$ cat src/rtl/sha256_nonce_sequencer_if.sv
// Engine-side bus of the nonce sequencer: block request (start/message/chaining value)
// and the engine's digest response.
interface sha256_nonce_sequencer_if;
    logic              start;
    logic [15:0][31:0] message;
    logic [7:0][31:0]  hash_val;
    logic              round2;
    logic [7:0][31:0]  result;
    logic              done;

    modport master (output start, message, hash_val, round2, input result, done);
    modport slave  (input start, message, hash_val, round2, output result, done);
endinterface

$ cat src/rtl/sha256_nonce_sequencer.sv
// Drives one SHA-256 block engine to produce a double-SHA-256 h0 word per nonce:
// midstate once per job, then blocks 2 and 3 for every nonce 0 .. NUM_NONCES-1.
module sha256_nonce_sequencer #(
    parameter int NUM_NONCES = 16
) (
    input  logic              clk,
    input  logic              reset,
    input  logic              start,
    input  logic [18:0][31:0] header,
    output logic              busy,
    output logic              job_done,
    output logic              out_valid,
    input  logic              out_ready,
    output logic [31:0]       out_nonce,
    output logic [31:0]       out_hash,
    sha256_nonce_sequencer_if.master eng
);
    localparam logic [31:0] LAST_NONCE = 32'(NUM_NONCES - 1);
    localparam logic [31:0] PAD_WORD   = 32'h8000_0000;
    localparam logic [31:0] LEN_80B    = 32'h0000_0280;
    localparam logic [31:0] LEN_32B    = 32'h0000_0100;

    typedef enum logic [3:0] {
        IDLE, MID_S, MID_W, B2_S, B2_W, B3_S, B3_W, EMIT, DONE
    } state_t;

    state_t            state_reg, state_next;
    logic [18:0][31:0] header_reg, header_next;
    logic [7:0][31:0]  midstate_reg, midstate_next;
    logic [31:0]       nonce_reg, nonce_next;
    logic [15:0][31:0] message_reg, message_next;
    logic              round2_reg, round2_next;
    logic              eng_start_reg, eng_start_next;
    logic              busy_reg, busy_next;
    logic              job_done_reg, job_done_next;
    logic              out_valid_reg, out_valid_next;
    logic [31:0]       out_nonce_reg, out_nonce_next;
    logic [31:0]       out_hash_reg, out_hash_next;

    always_ff @(posedge clk or posedge reset) begin
        if (reset) state_reg <= IDLE;
        else       state_reg <= state_next;
    end

    always_comb begin
        state_next = state_reg;
        case (state_reg)
            IDLE:    if (start) state_next = MID_S;
            MID_S:   state_next = MID_W;
            MID_W:   if (eng.done) state_next = B2_S;
            B2_S:    state_next = B2_W;
            B2_W:    if (eng.done) state_next = B3_S;
            B3_S:    state_next = B3_W;
            B3_W:    if (eng.done) state_next = EMIT;
            EMIT:    if (out_ready) state_next = (nonce_reg == LAST_NONCE) ? DONE : B2_S;
            DONE:    state_next = IDLE;
            default: state_next = IDLE;
        endcase
    end

    // All engine-facing and result outputs are registered from the next state, so a
    // block's message is loaded on the edge that enters its *_S state and then holds.
    always_comb begin
        header_next    = header_reg;
        midstate_next  = midstate_reg;
        nonce_next     = nonce_reg;
        message_next   = message_reg;
        round2_next    = round2_reg;
        out_nonce_next = out_nonce_reg;
        out_hash_next  = out_hash_reg;

        if (state_reg == IDLE && start) begin
            header_next = header;
            nonce_next  = '0;
        end
        if (state_reg == MID_W && eng.done)
            midstate_next = eng.result;
        if (state_reg == EMIT && out_ready && nonce_reg != LAST_NONCE)
            nonce_next = nonce_reg + 32'd1;
        if (state_reg == B3_W && eng.done) begin
            out_hash_next  = eng.result[0];
            out_nonce_next = nonce_reg;
        end

        case (state_next)
            MID_S: begin
                message_next = header[15:0];
                round2_next  = 1'b0;
            end
            B2_S: begin
                message_next     = '0;
                message_next[0]  = header_reg[16];
                message_next[1]  = header_reg[17];
                message_next[2]  = header_reg[18];
                message_next[3]  = nonce_next;
                message_next[4]  = PAD_WORD;
                message_next[15] = LEN_80B;
                round2_next      = 1'b1;
            end
            B3_S: begin
                // Block 3 hashes the first digest directly off the engine result bus.
                message_next       = '0;
                message_next[7:0]  = eng.result;
                message_next[8]    = PAD_WORD;
                message_next[15]   = LEN_32B;
                round2_next        = 1'b0;
            end
            default: ;
        endcase

        eng_start_next = (state_next == MID_S) || (state_next == B2_S) || (state_next == B3_S);
        busy_next      = (state_next != IDLE);
        job_done_next  = (state_next == DONE);
        out_valid_next = (state_next == EMIT);
    end

    always_ff @(posedge clk or posedge reset) begin
        if (reset) begin
            header_reg    <= '0;
            midstate_reg  <= '0;
            nonce_reg     <= '0;
            message_reg   <= '0;
            round2_reg    <= 1'b0;
            eng_start_reg <= 1'b0;
            busy_reg      <= 1'b0;
            job_done_reg  <= 1'b0;
            out_valid_reg <= 1'b0;
            out_nonce_reg <= '0;
            out_hash_reg  <= '0;
        end else begin
            header_reg    <= header_next;
            midstate_reg  <= midstate_next;
            nonce_reg     <= nonce_next;
            message_reg   <= message_next;
            round2_reg    <= round2_next;
            eng_start_reg <= eng_start_next;
            busy_reg      <= busy_next;
            job_done_reg  <= job_done_next;
            out_valid_reg <= out_valid_next;
            out_nonce_reg <= out_nonce_next;
            out_hash_reg  <= out_hash_next;
        end
    end

    assign busy         = busy_reg;
    assign job_done     = job_done_reg;
    assign out_valid    = out_valid_reg;
    assign out_nonce    = out_nonce_reg;
    assign out_hash     = out_hash_reg;
    assign eng.start    = eng_start_reg;
    assign eng.message  = message_reg;
    assign eng.hash_val = midstate_reg;
    assign eng.round2   = round2_reg;
endmodule

$ cat src/flat_wrapper.sv
// flat-port wrapper written by rule: the top's interface ports become plain ports
module sha256_nonce_sequencer_flat 
#(
    parameter int NUM_NONCES = 16
)
  (clk, reset, start, header, busy, job_done, out_valid, out_ready, out_nonce, out_hash, eng_start, eng_message, eng_hash_val, eng_round2, eng_result, eng_done);
  sha256_nonce_sequencer_if eng_i ();
  input  logic clk;
  input  logic reset;
  input  logic start;
  input  logic [18:0][31:0] header;
  output logic busy;
  output logic job_done;
  output logic out_valid;
  input  logic out_ready;
  output logic [31:0] out_nonce;
  output logic [31:0] out_hash;
  output wire logic [$bits(eng_i.start)-1:0] eng_start;
  output wire logic [$bits(eng_i.message)-1:0] eng_message;
  output wire logic [$bits(eng_i.hash_val)-1:0] eng_hash_val;
  output wire logic [$bits(eng_i.round2)-1:0] eng_round2;
  input wire logic [$bits(eng_i.result)-1:0] eng_result;
  input wire logic [$bits(eng_i.done)-1:0] eng_done;
  assign eng_start = eng_i.start;
  assign eng_message = eng_i.message;
  assign eng_hash_val = eng_i.hash_val;
  assign eng_round2 = eng_i.round2;
  assign eng_i.result = eng_result;
  assign eng_i.done = eng_done;
  sha256_nonce_sequencer #(.NUM_NONCES(NUM_NONCES)) u_core (.clk(clk), .reset(reset), .start(start), .header(header), .busy(busy), .job_done(job_done), .out_valid(out_valid), .out_ready(out_ready), .out_nonce(out_nonce), .out_hash(out_hash), .eng(eng_i));
endmodule
$ cat config.mk
export PLATFORM = sky130hd
export DESIGN_NAME = sha256_nonce_sequencer_flat
export DESIGN_NICKNAME = d
export VERILOG_FILES = /design/src/rtl/sha256_nonce_sequencer_if.sv /design/src/rtl/sha256_nonce_sequencer.sv /design/src/flat_wrapper.sv
export SDC_FILE = /design/constraint.sdc
export NUM_CORES = 2
export LEC_CHECK = 0
export CAP_MARGIN = 15
export CORE_AREA = 2 2 663 665
export DETAILED_ROUTE_END_ITERATION = 12
export DIE_AREA = 0 0 665 667
export PLACE_DENSITY = 0.33
export SYNTH_ARGS = -nofsm -noshare
export SYNTH_HDL_FRONTEND = slang
export SYNTH_SLANG_ARGS = --single-unit
$ cat constraint.sdc
create_clock -name clk -period 96.9 [get_ports clk]
set_input_delay 19.38 -clock clk [delete_from_list [all_inputs] [get_ports clk]]
set_output_delay 19.38 -clock clk [all_outputs]
set_load 0.005 [all_outputs]
Word level (Yosys, flattened, before mapping)
Cells that the tools add are included. Widths: inputs -> output; s select.

Logic and storage cells: 74. Input port bits: 869. Register bits: 969.

Reductions and logical operators: 12. Multiplexer cells: 11. Add/subtract/negate cells: 1. Equality and inequality tests: 14.

Operators with widths (number): $pmux 512 s3 (1); $mux 32 (2); $add 32x1->32 const B (1); $eq 32x4->1 const B (1); $ne 32x4->1 const B (1); $pmux 4 s8 (1); $eq 4x3->1 const B (6); $mux 4 (6); $eq 4x2->1 const B (3); $eq 4x1->1 const B (2); $logic_and 1x1->1 (5); $eq 4x4->1 const B (1); $logic_not 4->1 (1); $reduce_bool 4->1 (1); $reduce_bool 3->1 (1); $logic_or 1x1->1 (2); $pmux 1 s2 (1); $reduce_bool 2->1 (1); $reduce_or 2->1 (1).

Longest topological paths before layout
Word-level depth: 7. Depth in mapped cells: 10.

Worst setup path after synthesis
OpenSTA, ideal clock, no wires.

Path kind: input -> register. Start point: in start. End point: reg u_core.message_reg (netlist bit u_core.eng.message[104]). Stages on the path: 8. Setup slack: 75.794 ns. Data arrival time: 20.969 ns. Library setup time: 0.137 ns. Cells stage by stage: or3b_1 a211o_1 nor2b_1 nor3_4 buf_2 buf_2 a222oi_1 o31ai_1.

Word-level cells in the longest chain between the ends: 4.

Ends and longest elaborated chain: start, declared (RTL line flat_wrapper.sv:10) `input logic start;`; $mux 4 / $logic_and 1x1->1 (equally long branches) (RTL line sha256_nonce_sequencer.sv:48, sha256_nonce_sequencer.sv:72); $pmux 4 s8 / $mux 32 (equally long branches) (RTL line sha256_nonce_sequencer.sv:47, sha256_nonce_sequencer.sv:72); $eq 4x3->1, or another cell as far along (RTL line sha256_nonce_sequencer.sv:85) `case (state_next)`; $pmux 512 s3 / $reduce_bool 3->1 (equally long branches); end signal, assigned (RTL line sha256_nonce_sequencer.sv:134) `message_reg <= message_next;`; end, declared (RTL line sha256_nonce_sequencer.sv:31) `logic [15:0][31:0] message_reg, message_next;`.

Parallel ways exist; a longest one is shown, timed or not. A chain may end at the register's enable or synchronous reset.

Final worst setup path
Start point: in out_ready. End point: reg u_core.message_reg (netlist bit u_core.eng.message[43]).

Word-level cells in the longest chain between the ends: 4.

Ends and longest elaborated chain: start, declared (RTL line flat_wrapper.sv:15) `input logic out_ready;`; $mux 4 * (RTL line sha256_nonce_sequencer.sv:55) `EMIT: if (out_ready) state_next = (nonce_reg == LAST_NONCE) ? DONE : B2_S;`; $pmux 4 s8 * (RTL line sha256_nonce_sequencer.sv:47) `case (state_reg)`; $eq 4x3->1, or another cell as far along (RTL line sha256_nonce_sequencer.sv:85); $pmux 512 s3 / $reduce_bool 3->1 (equally long branches).

Every way passes the cells marked *; elsewhere a longest branch is shown, timed or not.

==> metrics <==
run status=complete, no violations; hold buffers post-CTS=0; Boundary Pins=1706; mapped cell area=39070 um^2; Arrival @ worst endpoint=23.95 ns; Post-CTS Repair Setup Buffers=0; H-Tree Depth=4; max incr delay on CP=0.74 ns; initial antenna violation count=280; Port Buffer Count=1705; WHS=0.4804 ns; R2R setup slack=91.29 ns; Yosys top cell area share=0.6206; Layout fillers=48810; DR pass1 iterations=5; final core occ=0.1547; via count=36840; crit start category=primary input; sequential share of the synthesized area=0.6206; Clock Latency Late Sink=0.86 ns; vias in the first global route=37960; clock root cell=clkbuf_16; TNS Setup=0 ns; die outline height=667 um; Worst setup EP type=register; Slew Limit Fails=0; Clock Pin Slew Worst Setup and Hold Paths=0.06 ns; Worst Tran Pin Value=1.287 ns; most used cell, CP=buf_4; area grow syn2layout=72.90%; Synth area leader=dfrtp_1; Initial Util=0.08949; GR Overflow Total=0; DRC=0; register area=24250 um^2; synthesized instance count=3324; cts repair resizes=0; share of layout cells above drive strength 1=0.1235; number of synthesized flops with an enable pin=0; min Tclk post-route=23.18 ns; largest net degree at the start of global routing=138; GPL Wtd Cong=0.8918; count leader, synth=dfrtp_1; Hold Vio Cnt, Final=0; clock buffer depth=4; # Max-Cap Violations=0; first-pass GRT wire length=442.1 mm; CTS Buf Count=147; max reg flops=512; Tot GR Track Use=0.1517; die area=443600 um^2; Max Clk Rate=43.15 MHz; CTS tree=yes; Crit Path Max Fanout=58; Hold Path Class=register to register; Post-Syn Area per Cell=11.75 um^2; Cell Rows=243; Chip Width=665 um; Cell Pwr Density=31.70 nW/um^2; DR WL/cell=32.11 um; Tcrit/Tclk final=0.2392; Worst slew margin=0.1423; area of the multi-input gates=13490 um^2; Slowest-stage cell, CP=buf_4; Mapped Nets=4194; drt initial violations=2429; #FFs+latches synth=969; leak pwr=26.72 nW; ranking of synthesized cells by area=dfrtp_1, mux2_2, a22o_1; Required @ worst endpoint=97.68 ns; critical path cell sequence=clkdlybuf4s50_1 > nand3_2 > o31ai_4 > a21o_4 > buf_4 > buf_4 > buf_4 > a31oi_1 > a21oi_1; Sink Count=969; Yosys cell types=50; WL final=349.7 mm; Top FF cell, synth=dfrtp_1; hpwl dp=288.6 mm; kind of critical path=primary input to register; RSZ-0062 raised after global routing=no; Synth async-reset ratio=1.000; synth cell count leaders=dfrtp_1, a21oi_1, nand2_1, mux2_2, nor2_1; final net count=5831; vias per inst=3.383; Core Box Area=436600 um^2; final setup fails=0; YS warnings=0; Antenna Violating Nets Remaining=0; Fin Clk Skew=0.07100 ns; Worst VDD drop=0.01435 mV
==> worst max-delay path: cells and delay by family <==
kind,cells,cell delay (ns)
AO/OA/AOI/OAI,4,1.59
buffers and inverters,4,2.56
AND/OR/NAND/NOR,1,0.18
==> through the flow <==
stage | area [um^2] | power (mW) | setup slack, ns | std cells
3_3_place_gp | 62550 | 1.613 | 72.92 | 10570
6_report | 67560 | 2.141 | 73.72 | 10890
2_1_floorplan | 39070 | 0.9808 | 50.26 | 3324
4_1_cts | 67390 | 2.200 | 73.83 | 10830
3_5_place_dp | 62550 | 1.614 | 72.87 | 10570
5_1_grt | 67460 | 2.260 | 73.58 | 10850
==> final timing paths <==
kind,to,from,cells past startpoint
min in group asynchronous,u_core.eng.message[462],reset,2
setup reg to reg,u_core.eng.message[43],u_core.nonce_reg[0],10
max in group asynchronous,u_core.eng.message[52],reset,5
setup / recovery,u_core.eng.message[43],out_ready,9
hold reg to reg,u_core.header_reg[568],u_core.header_reg[568],2
hold / removal,u_core.header_reg[568],u_core.header_reg[568],2
==> logic make-up (layout without fill, tap and decap cells) <==
| logic type | count (synthesis) | in the layout | share of synthesized area |
|---|---|---|---|
| xor gates and xnor gates | 2 | 2 | 0.0004484 |
| muxes | 350 | 350 | 0.09991 |
| buffers and inverters | 284 | 2029 | 0.03564 |
| DFF | 969 | 969 | 0.6206 |
| AOI/OAI and AO/OA | 887 | 887 | 0.1518 |
| other | 0 | 65 | 0 |
| adders and majority gates | 1 | 1 | 0.0003202 |
| and+or+nand+nor | 831 | 831 | 0.09130 |
==> cell type report <==
type | instances | share of cell area
multi-input cells | 2071 | 0.1997
clock buffers | 206 | 0.06192
diodes | 65 | 0.002408
inverters | 6 | 0.0005556
flip-flops and latches | 969 | 0.3589
well taps | 5757 | 0.1066
clock inverters | 51 | 0.009816
repair buffers | 1766 | 0.2601
==> cell usage in the layout (no fill, tap or decap), types with 4 or more instances in the layout <==
master and count:
clkbuf_1 33, inv_1 4, nand4_1 15, and3_4 4, nor2_1 267, clkinv_2 18
clkbuf_16 149, and3_1 7, clkinv_4 4, nand3_1 168, bufinv_16 11, buf_4 59
nor3_1 6, clkbuf_8 24, a22o_1 252, a31oi_1 104, inv_6 9, clkdlybuf4s50_1 1703
mux2i_1 30, buf_12 4, and4_1 5, nor4_1 8, nand2_1 326, dfrtp_1 969
o21ai_0 5, a21oi_1 387, a22oi_1 103, a221oi_1 23, clkinvlp_4 4, mux2_2 320
diode_2 65
==> power breakdown <==
group / switching, mW / internal (mW) / leakage [nW]
logic: 0.474 / 0.420 / 12.3
registers: 0.117 / 0.569 / 12.1
clock network: 0.231 / 0.332 / 2.37
total: 0.821 / 1.32 / 26.7
==> layer usage <==
| metal | track usage | up-vias | wire length, um |
|---|---|---|---|
| met1 | 0.1682 | 18890 | 132400 |
| met4 | 0.04237 | 136 | 11650 |
| li1 | - | 15410 | - |
| met5 | 0.002604 | - | 1029 |
| met2 | 0.2636 | 1776 | 171600 |
| met3 | 0.06400 | 629 | 33030 |
No activity file was read; power rests on OpenSTA's default activity.
